`src/rtl/keypad_entry_ctrl.sv`:
```
// Keypad front-end that collects a digit and submits it to a lock, then tracks grant/reject/alarm/timeout.
// Optional build macro KEYPAD_PASSIN_MASK_EN: passin shows the digit only while an attempt is in flight.
module keypad_entry_ctrl #(
    parameter int unsigned ENTER_CYCLES = 2,
    parameter int unsigned RESP_TIMEOUT = 8,
    parameter int unsigned COOLDOWN     = 16
) (
    input  logic       clk,
    input  logic       reset,
    input  logic       key_valid,
    input  logic [3:0] key_code,
    input  logic       key_ok,
    input  logic       key_clr,
    input  logic       access,
    input  logic       alarm,
    input  logic [1:0] count,
    output logic [3:0] passin,
    output logic       enter,
    output logic       busy,
    output logic       granted,
    output logic       rejected,
    output logic       timeout_err
);

    typedef enum logic [2:0] {
        S_IDLE,
        S_ARMED,
        S_SEND,
        S_WAIT,
        S_COOL
    } state_t;

    // One shared cycle counter, zeroed on entry to each timed state; compare against last cycle index.
    localparam logic [7:0] LP_ENTER_LAST = 8'(ENTER_CYCLES - 1);
    localparam logic [7:0] LP_RESP_LAST  = 8'(RESP_TIMEOUT - 1);
    localparam logic [7:0] LP_COOL_LAST  = 8'(COOLDOWN - 1);

    state_t     r_state;
    logic [3:0] r_digit;
    logic [1:0] r_cnt_snap;
    logic [7:0] r_cnt;
    logic [3:0] r_passin;
    logic       r_enter;
    logic       r_busy;
    logic       r_granted;
    logic       r_rejected;
    logic       r_timeout_err;

    state_t     w_state;
    logic [3:0] w_digit;
    logic [1:0] w_cnt_snap;
    logic [7:0] w_cnt;
    logic [3:0] w_passin;
    logic       w_enter;
    logic       w_busy;
    logic       w_granted;
    logic       w_rejected;
    logic       w_timeout_err;

    always_ff @(posedge clk or posedge reset) begin
        if (reset) begin
            r_state       <= S_IDLE;
            r_digit       <= '0;
            r_cnt_snap    <= '0;
            r_cnt         <= '0;
            r_passin      <= '0;
            r_enter       <= 1'b0;
            r_busy        <= 1'b0;
            r_granted     <= 1'b0;
            r_rejected    <= 1'b0;
            r_timeout_err <= 1'b0;
        end else begin
            r_state       <= w_state;
            r_digit       <= w_digit;
            r_cnt_snap    <= w_cnt_snap;
            r_cnt         <= w_cnt;
            r_passin      <= w_passin;
            r_enter       <= w_enter;
            r_busy        <= w_busy;
            r_granted     <= w_granted;
            r_rejected    <= w_rejected;
            r_timeout_err <= w_timeout_err;
        end
    end

    always_comb begin
        w_state       = r_state;
        w_digit       = r_digit;
        w_cnt_snap    = r_cnt_snap;
        w_cnt         = (r_cnt == 8'hFF) ? r_cnt : r_cnt + 8'd1;
        w_granted     = r_granted;
        w_rejected    = 1'b0;
        w_timeout_err = r_timeout_err;

        case (r_state)
            S_IDLE, S_ARMED: begin
                if (key_clr) begin
                    w_state       = S_IDLE;
                    w_digit       = '0;
                    w_granted     = 1'b0;
                    w_timeout_err = 1'b0;
                end else begin
                    if (key_valid) begin
                        w_state = S_ARMED;
                        w_digit = key_code;
                    end
                    if (key_ok && (r_state == S_ARMED)) begin
                        w_state       = S_SEND;
                        w_cnt_snap    = count;
                        w_cnt         = '0;
                        w_timeout_err = 1'b0;
                    end
                end
            end
            S_SEND: begin
                if (r_cnt == LP_ENTER_LAST) begin
                    w_state = S_WAIT;
                    w_cnt   = '0;
                end
            end
            S_WAIT: begin
                if (alarm) begin
                    w_state = S_COOL;
                    w_cnt   = '0;
                end else if (access) begin
                    w_state   = S_IDLE;
                    w_granted = 1'b1;
                end else if (count != r_cnt_snap) begin
                    w_state    = S_ARMED;
                    w_rejected = 1'b1;
                end else if (r_cnt == LP_RESP_LAST) begin
                    w_state       = S_ARMED;
                    w_timeout_err = 1'b1;
                end
            end
            S_COOL: begin
                if (r_cnt == LP_COOL_LAST) begin
                    w_state = S_IDLE;
                    w_digit = '0;
                end
            end
            default: begin
                w_state = S_IDLE;
            end
        endcase

        // Outputs are registered copies of what the next state implies.
        w_enter = (w_state == S_SEND);
        w_busy  = (w_state == S_SEND) || (w_state == S_WAIT) || (w_state == S_COOL);
`ifdef KEYPAD_PASSIN_MASK_EN
        w_passin = ((w_state == S_SEND) || (w_state == S_WAIT)) ? w_digit : '0;
`else
        w_passin = w_digit;
`endif
    end

    assign passin      = r_passin;
    assign enter       = r_enter;
    assign busy        = r_busy;
    assign granted     = r_granted;
    assign rejected    = r_rejected;
    assign timeout_err = r_timeout_err;

endmodule

```
`config.mk`:
```
export PLATFORM = sky130hd
export DESIGN_NAME = keypad_entry_ctrl
export DESIGN_NICKNAME = d
export VERILOG_FILES = /design/src/rtl/keypad_entry_ctrl.sv
export SDC_FILE = /design/constraint.sdc
export NUM_CORES = 1
export LEC_CHECK = 0
export CAP_MARGIN = 15
export CORE_MARGIN = 5
export CORE_UTILIZATION = 55
export CTS_BUF_LIST = sky130_fd_sc_hd__clkbuf_16
export DETAILED_ROUTE_END_ITERATION = 12
export HOLD_SLACK_MARGIN = 0.1
export PLACE_DENSITY_LB_ADDON = 0.12
export RECOVER_POWER = 50
export SETUP_SLACK_MARGIN = 0.3
export SYNTH_ARGS = -nofsm -noshare
export SYNTH_HDL_FRONTEND = slang
export SYNTH_SLANG_ARGS = --single-unit
export TNS_END_PERCENT = 20
```
`constraint.sdc`:
```
create_clock -name clk -period 4.7 [get_ports clk]
set_clock_uncertainty 0.15 [all_clocks]
set_input_delay 0.94 -clock clk [delete_from_list [all_inputs] [get_ports clk]]
set_output_delay 0.94 -clock clk [all_outputs]
set_load 0.05 [all_outputs]
```
== Word-level counts from Yosys, hierarchy flattened ==
Index checks and enable logic that the tools add are counted.

* $add $sub $neg: 1
* Equality and inequality tests: 21
* Multiplexer cells: 35
* Bitwise gates (word level): 1
* Reduce and logical (&&, ||, !) cells: 11

{| class="wikitable"
|+ Operator list
! kind !! number
|-
| $mux 8 || 5
|-
| $mux 3 || 9
|-
| $pmux 8 s3 || 1
|-
| $ne 2x2->1 const B || 7
|-
| $mux 1 || 13
|-
| $eq 3x2->1 const B || 4
|-
| $mux 4 || 3
|-
| $pmux 3 s4 || 1
|-
| $add 8x1->8 const B || 1
|-
| $eq 8x1->1 const B || 1
|-
| $eq 8x3->1 const B || 1
|-
| $eq 8x4->1 const B || 1
|-
| $eq 8x8->1 const B || 1
|-
| $pmux 4 s2 || 1
|-
| $eq 3x3->1 const B || 2
|-
| $ne 3x3->1 const B || 2
|-
| $reduce_and 3->1 || 2
|-
| $reduce_and 6->1 || 1
|-
| $pmux 1 s2 || 2
|-
| $reduce_and 4->1 || 1
|-
| $reduce_bool 2->1 || 2
|-
| $eq 3x1->1 const B || 1
|-
| $logic_not 3->1 || 1
|-
| $logic_or 1x1->1 || 2
|-
| other kinds (4) || 4
|}

* Bits in registers: 22
* Bits of input ports: 13
* Output and inout port bits: 9
* Word-level logic and storage cells: 78

== Logic depth before layout (Yosys ltp) ==
Gate-level depths: netlist (run 1).

* Depth after elaboration: 9
* Mapped depth: 6
* Mapped depth without buffers: 5

== Worst setup path after synthesis (run 1) ==
No wires, ideal clock.

* Path type: input -> register
* From: input alarm
* To: register r_enter (netlist: enter)
* Setup time: 72 ps
* Arrival time: 1,967 ps
* Data required time: 4,478 ps
* Setup slack: 2,511 ps
* Stages on the path: 4
* Path buffers: 0
* Path through: nand2b_1 > or3_1 > o41a_1 > nor2_1

* Longest elaborated chain between the ends: 3

{| class="wikitable"
|+ RTL lines
! item !! line !! text
|-
| start, declared || 15 || <nowiki>input logic alarm,</nowiki>
|-
| $mux 3 || 122 || <nowiki>if (alarm) begin</nowiki>
|-
| $pmux 3 s4 || 95 || <nowiki>case (r_state)</nowiki>
|-
| $eq 3x2->1 || 148 || <nowiki>w_enter = (w_state == S_SEND);</nowiki>
|-
| named net w_enter || 54 || <nowiki>logic w_enter;</nowiki>
|-
| end signal, assigned || 78 || <nowiki>r_enter <= w_enter;</nowiki>
|-
| end, declared || 43 || <nowiki>logic r_enter;</nowiki>
|}

The timed path passes the listed nets, and every way through them passes these cells.
A chain may end at the register's enable or synchronous reset.

== Worst setup path in the final report (run 1) ==
Ends and elaborated chain as after synthesis.

==> summary.md, run 1 <==
| Metric | Value |
|---|---|
| Status | complete, no violations |
| Initial Util | 59.1% |
| Number of synthesized flops with an enable pin | 0 |
| Crit path capture type | flip-flop |
| Async SR Flop Fraction | between 90% and 100% |
| Worst-Skew Late Latency | about 0.25 ns |
| Synth Area in Adders | under 10% |
| Initial antenna violation count | 0 |
| HP Start | passin[3] |
| Synth Area in XOR/XNOR | under 10% |
| GRT met3 Usage | 4.13% |
| Worst-path clk slew | around 0.060 ns |
| # fillers | around 150 |
| Max H-tree Level | 1 |
| Mapped Nets | about 130 |
| Clk buf depth | 2 |
| Main combinational cell family by area after synthesis | simple AND/OR/NAND/NOR gates |
| Synthesized flop and latch total | 22 |
| Leak Pwr | between 0.6 and 0.7 nW |
| Number of diodes | 0 |
| Yosys warning total | 0 |
| Vias in the first global route | roughly 910 |
| Final HPWL DP | 1.80 mm |
| Multi-input gate area | 593 sq um |
| Main synth FF type | dfrtp_1 |
| Seq/Total Area, Yosys | between 40% and 50% |
| Worst-Margin Slew | just over 0.8 ns |
| HP Class | reg -> reg |
| Post-Syn Area | about 1200 sq um |
| Busiest layer in global routing | met2 |
| Fmax | around 0.38 GHz |
| Vias per cell | around 5.7 |
| Met1 usage | between 20% and 30% |
| Total die area | about 3200 sq um |
| Final Non-Filler Cells | roughly 160 |
| Core Area | around 2000 sq um |
| TritonCTS clock tree | yes |
| Final Hold Fails | 0 |
| Peak supply drop | 344 uV |
| Most frequent cells in the layout | dfrtp_1, clkdlybuf4s50_1, nor2_1, nand2_1, inv_1 |
| Width of the die | around 56 microns |
| WP data arrival | about 2.6 ns |
| CTS Buf Count | 3 |
| Final GP Congestion | a little over 0.8 |
| Multiplexer share of the synthesized area | under 10% |
| PD cells | about 560 nW/um^2 |
| Pin count of the biggest net entering global routing | 23 |
| Iter 0 DRT Violations | 24 |
| Reg area | 551 sq um |
| Max Cap Viol | 0 |
| Clock sinks | 22 |
| Worst setup path start | alarm |
| Area growth, synth to finish | 25.5% |
| Commonest non-fill, non-tap cell in the layout | dfrtp_1 |
| First-pass GRT wire length | about 4.1 mm |
| RSZ-0062 raised after global routing | false |
| Share of cells above drive strength 1 | 11.9% |
| Drt wl/cell | 14.7 microns |
| Simple-gate share of the synthesized area | between 20% and 30% |
| Final WL | about 2.4 mm |
| WP data required | approximately 4.7 ns |
| Netlist cell types | 40 |
| Avg Inst Size Synth | between 10 and 15 sq um |
| Total Power | between 800 and 900 uW |
| Worst slew margin | ~46% |
| Critical Path Start Type | input port |
| FF-to-FF Start | r_state[2] |
| Critical path class | in -> reg |
| Tcrit/Tclk final | 55.5% |
| Placed instance count | 157 |
| Min Tclk post-route | ~2.6 ns |
| Io pins | 22 |
| Post-CTS sizing | 0 |
| Detailed-router iteration count before antenna repair | 4 |
| Setup Buffers After CTS | 0 |
| Setup TNS | 0 ns |
| Post-route DRC | 0 |
| GRT Util Overall | 16.4% |
| Final Net Count | 150 |
| Root Driver | clkbuf_16 |
| Port buffer count | 21 |
| Hold buffers post-CTS | 0 |
| ANT nets after route | 0 |
| Crit Path Max Fanout | 4 |
| Complex-gate fraction of the synthesized area | 15.3% |
| Slew Viols, Final | 0 |
| GRT met2 Usage | between 20% and 30% |
| Global route total overflow | 0 |
| Die height | around 56 microns |
| Post-Synthesis Cells | 114 |
| DR vias | 918 |
| Std cell rows | 16 |
| Final setup vio count | 0 |
-- cell families (layout without fill, tap and decap cells) --
group,Yosys count,after routing
flops,22,22
buf+inv,10,30
compound gates,22,22
fa+ha+maj,2,2
simple gates,51,51
mux,3,3
xor+xnor,4,4
-- metal layers --
metal	vias to the layer above	wire length [microns]
met4	0	7
met5	-	0
met1	428	1030
met3	2	142
li1	451	-
met2	37	1190
-- per-stage QoR --
stage | instance area, sq um | hold slack (ns) | setup WS, ns | utilization, %
after floorplan | 1180 | 0.351 | 2.51 | -
after global placement | 1410 | 0.337 | 2.03 | 70.3
after detailed placement | 1410 | 0.347 | 1.97 | 70.3
after CTS | 1490 | 0.360 | 2.18 | 74.2
after global routing | 1490 | 0.384 | 2.03 | 74.2
final | 1490 | 0.354 | 2.09 | 74.2
-- critical path, stage by stage --
cell,delay [ns]
dlygate4sd3_1,0.57
nand2b_1,0.20
or3_1,0.37
o41a_1,0.47
nor2_1,0.09
-- final timing paths --
check                            endpoint  slack [ns]  cells past startpoint
worst max-delay path                enter        2.09                      5
worst min-delay path            passin[3]        0.35                      1
worst max register to register      enter        2.77                      4
worst min register to register  passin[3]        0.35                      1
max in group asynchronous        r_cnt[7]        2.74                      2
min in group asynchronous        r_cnt[4]        1.16                      2
-- Yosys cell counts, types with 2 or more instances --
master / count / area (sq um)
a21o_1: 2 / 15.0
nor2_1: 15 / 56.3
nand3_1: 3 / 15.0
ha_1: 2 / 25.0
o21ai_0: 3 / 15.0
dfrtp_1: 22 / 551
nor3_1: 2 / 10.0
and3_1: 2 / 12.5
and3_2: 3 / 22.5
a31oi_1: 4 / 25.0
nor2b_1: 2 / 12.5
inv_1: 5 / 18.8
xnor2_1: 2 / 17.5
nand2b_1: 4 / 25.0
mux2_2: 2 / 22.5
xor2_1: 2 / 17.5
a22o_1: 4 / 35.0
a211oi_1: 2 / 15.0
clkbuf_1: 3 / 11.3
nor3_2: 4 / 40.0
nor3b_1: 3 / 22.5
nand2_1: 5 / 18.8
-- layout make-up --
cell class / count / share of cell area [%]
tap: 27 / 2.27
sequential: 22 / 37.1
clock inverter: 1 / 0.253
multi-input combinational: 82 / 39.9
inverter: 5 / 1.26
timing repair buffer: 21 / 14.2
clock buffer: 3 / 5.05
-- where the power goes --
| part | internal, mW | switching, mW | total [mW] |
|---|---|---|---|
| Sequential | 0.247 | 0.0760 | 0.323 |
| Clock | 0.113 | 0.0607 | 0.174 |
| Combinational | 0.146 | 0.183 | 0.329 |
-- state kept, by name, indices dropped and copies added (netlist names) --
register,flops
r_cnt_snap,2
rejected,1
busy,1
granted,1
enter,1
r_cnt,8
passin,4
r_state,3
timeout_err,1
No activity file was read; power rests on OpenSTA's default activity.
==> run 2, diff against run 1 <==
--- a/config.mk
+++ b/config.mk
@@ -7,7 +7,7 @@
 export LEC_CHECK = 0
 export CAP_MARGIN = 15
 export CORE_MARGIN = 5
-export CORE_UTILIZATION = 55
+export CORE_UTILIZATION = 51
 export CTS_BUF_LIST = sky130_fd_sc_hd__clkbuf_16
 export DETAILED_ROUTE_END_ITERATION = 12
 export HOLD_SLACK_MARGIN = 0.1
==> constraint.sdc (replaced) <==
create_clock -name clk -period 2.5 [get_ports clk]
set_clock_uncertainty 0.15 [all_clocks]
set_input_delay 0.5 -clock clk [delete_from_list [all_inputs] [get_ports clk]]
set_output_delay 0.5 -clock clk [all_outputs]
set_load 0.05 [all_outputs]
==> run 2 against run 1 <==
Compared with the run above:
- largest cell class unchanged
- global-route usage is 1.3 points lower
- core utilization is 6.5 points lower
- worst setup slack worse by 1.8 ns
- via count is 1.1% lower
==> summary.md, run 2 (synthesis results as in run 1) <==
| Metric | Value |
|---|---|
| DR vias | 908 |
| Clock sinks | 22 |
| Io pins | 22 |
| Largest register FFs | 8 |
| Share of cells above drive strength 1 | 12.5% |
| Critical path class | in -> reg |
| Reg with most FFs | r_cnt |
| DP Area | roughly 1400 sq um |
| Worst-Skew Late Latency | roughly 0.25 ns |
| Core Area | between 2000 and 2500 sq um |
| HP Class | reg -> reg |
| Initial antenna violation count | 0 |
| CP max stage cell | dlygate4sd3_1 |
| Detailed-router iteration count before antenna repair | 4 |
| Global route total overflow | 0 |
| Final GP Congestion | roughly 0.8 |
| Iter 0 DRT Violations | 26 |
| Crit path cell chain | dlygate4sd3_1 -> nand2b_1 -> or3_1 -> o41a_1 -> nor2_1 |
| ANT nets after route | 0 |
| Setup ws final | between 0.3 and 0.4 ns |
| RSZ-0062 raised after global routing | false |
| Root Driver | clkbuf_16 |
| Max H-tree Level | 1 |
| Post-route DRC | 0 |
| Final core area utilization | 67.7% |
| Clk buf depth | 2 |
| Setup Buffers After CTS | 0 |
| Post-CTS sizing | 0 |
| FF-to-FF Start | r_cnt[5] |
| Worst slew margin | 23.3% |
| Multi-input gate area | just under 600 sq um |
| Final WL | 2.34 mm |
| Number of diodes | 0 |
| First-pass GRT wire length | between 3 and 4 mm |
| Hold slack | ~0.35 ns |
| Worst-path clk slew | ~0.05 ns |
| Fmax | roughly 0.46 GHz |
| Area growth, synth to finish | 26.5% |
| # fillers | roughly 180 |
| Drt wl/cell | around 14 microns |
| PD cells | between 1000 and 1500 nW/um^2 |
| Vias per cell | around 5.5 |
| Final setup vio count | 0 |
| Final Non-Filler Cells | between 150 and 200 |
| Width of the die | just under 60 microns |
| Min Tclk post-route | 2.17 ns |
| CTS Buf Count | 3 |
| Total die area | 3380 sq um |
| Commonest non-fill, non-tap cell in the layout | dfrtp_1 |
| Total Power | between 1.5 and 2 mW |
| HP Start | passin[1] |
| Critical Path Start Type | input port |
| Max Cap Viol | 0 |
| Final Hold Fails | 0 |
| Port buffer count | 21 |
| Hold buffers post-CTS | 0 |
| WP data required | approximately 2.5 ns |
| Reg area | about 550 sq um |
| Placed instance count | between 150 and 200 |
| Worst-Margin Slew | between 1 and 1.5 ns |
| Peak supply drop | 665 uV |
| CP max stage delay | ~0.56 ns |
| Initial Util | a little over half |
| Crit Path Max Fanout | 4 |
| Most frequent cells in the layout | dfrtp_1, clkdlybuf4s50_1, nor2_1, nand2_1, inv_1 |
| Vias in the first global route | 877 |
| Tcrit/Tclk final | between 80% and 90% |
| Fin area | ~1500 sq um |
| GRT Util Overall | 15.1% |
| Place WS | about 0.22 ns |
| Final Net Count | 152 |
| Slew Viols, Final | 0 |
| WP data arrival | roughly 2.2 ns |
| Die height | 58.2 microns |
| Std cell rows | 17 |
| Pin count of the biggest net entering global routing | 23 |
| Worst setup path start | alarm |
| Status | complete, no violations |
| TritonCTS clock tree | yes |
| Final HPWL DP | 1.73 mm |
| Setup TNS | 0 ns |
| Leak Pwr | between 0.6 and 0.7 nW |
| Crit path capture type | flip-flop |
-- run 2: critical path, delay by kind of cell --
family | cells | cell delay (ns)
simple gates | 3 | 0.66
buf+inv | 1 | 0.56
compound gates | 1 | 0.47
-- run 2: path summary, 6_finish.rpt --
check / to / slack [ns] / cells past startpoint
worst max-delay path: enter / 0.33 / 5
worst min-delay path: passin[1] / 0.35 / 1
worst max register to register: r_cnt[4] / 0.58 / 4
worst min register to register: passin[1] / 0.35 / 1
max in group asynchronous: r_cnt_snap[1] / 0.62 / 3
min in group asynchronous: r_cnt[7] / 0.90 / 3
-- run 2: final cells by class --
type | instances | share of cell area [%]
inverter | 5 | 1.25
multi-input combinational | 82 | 39.6
clock buffer | 3 | 5.01
sequential | 22 | 36.8
clock inverter | 1 | 0.251
tap | 28 | 2.34
timing repair buffer | 23 | 14.8
-- run 2: report_power, final --
group | total, mW | leakage [nW] | internal (mW) | switching (mW)
Combinational | 0.616 | 0.324 | 0.275 | 0.340
Clock | 0.333 | 0.0385 | 0.213 | 0.120
Sequential | 0.606 | 0.290 | 0.464 | 0.142
Total | 1.55 | 0.653 | 0.952 | 0.602
-- run 2: per-layer routing --
layer | routed length [microns] | GRT usage, %
met2 | 1100 | 24.2
met5 | 0 | 0
met4 | 35 | 6.95
met1 | 1060 | 19.2
met3 | 135 | 3.34
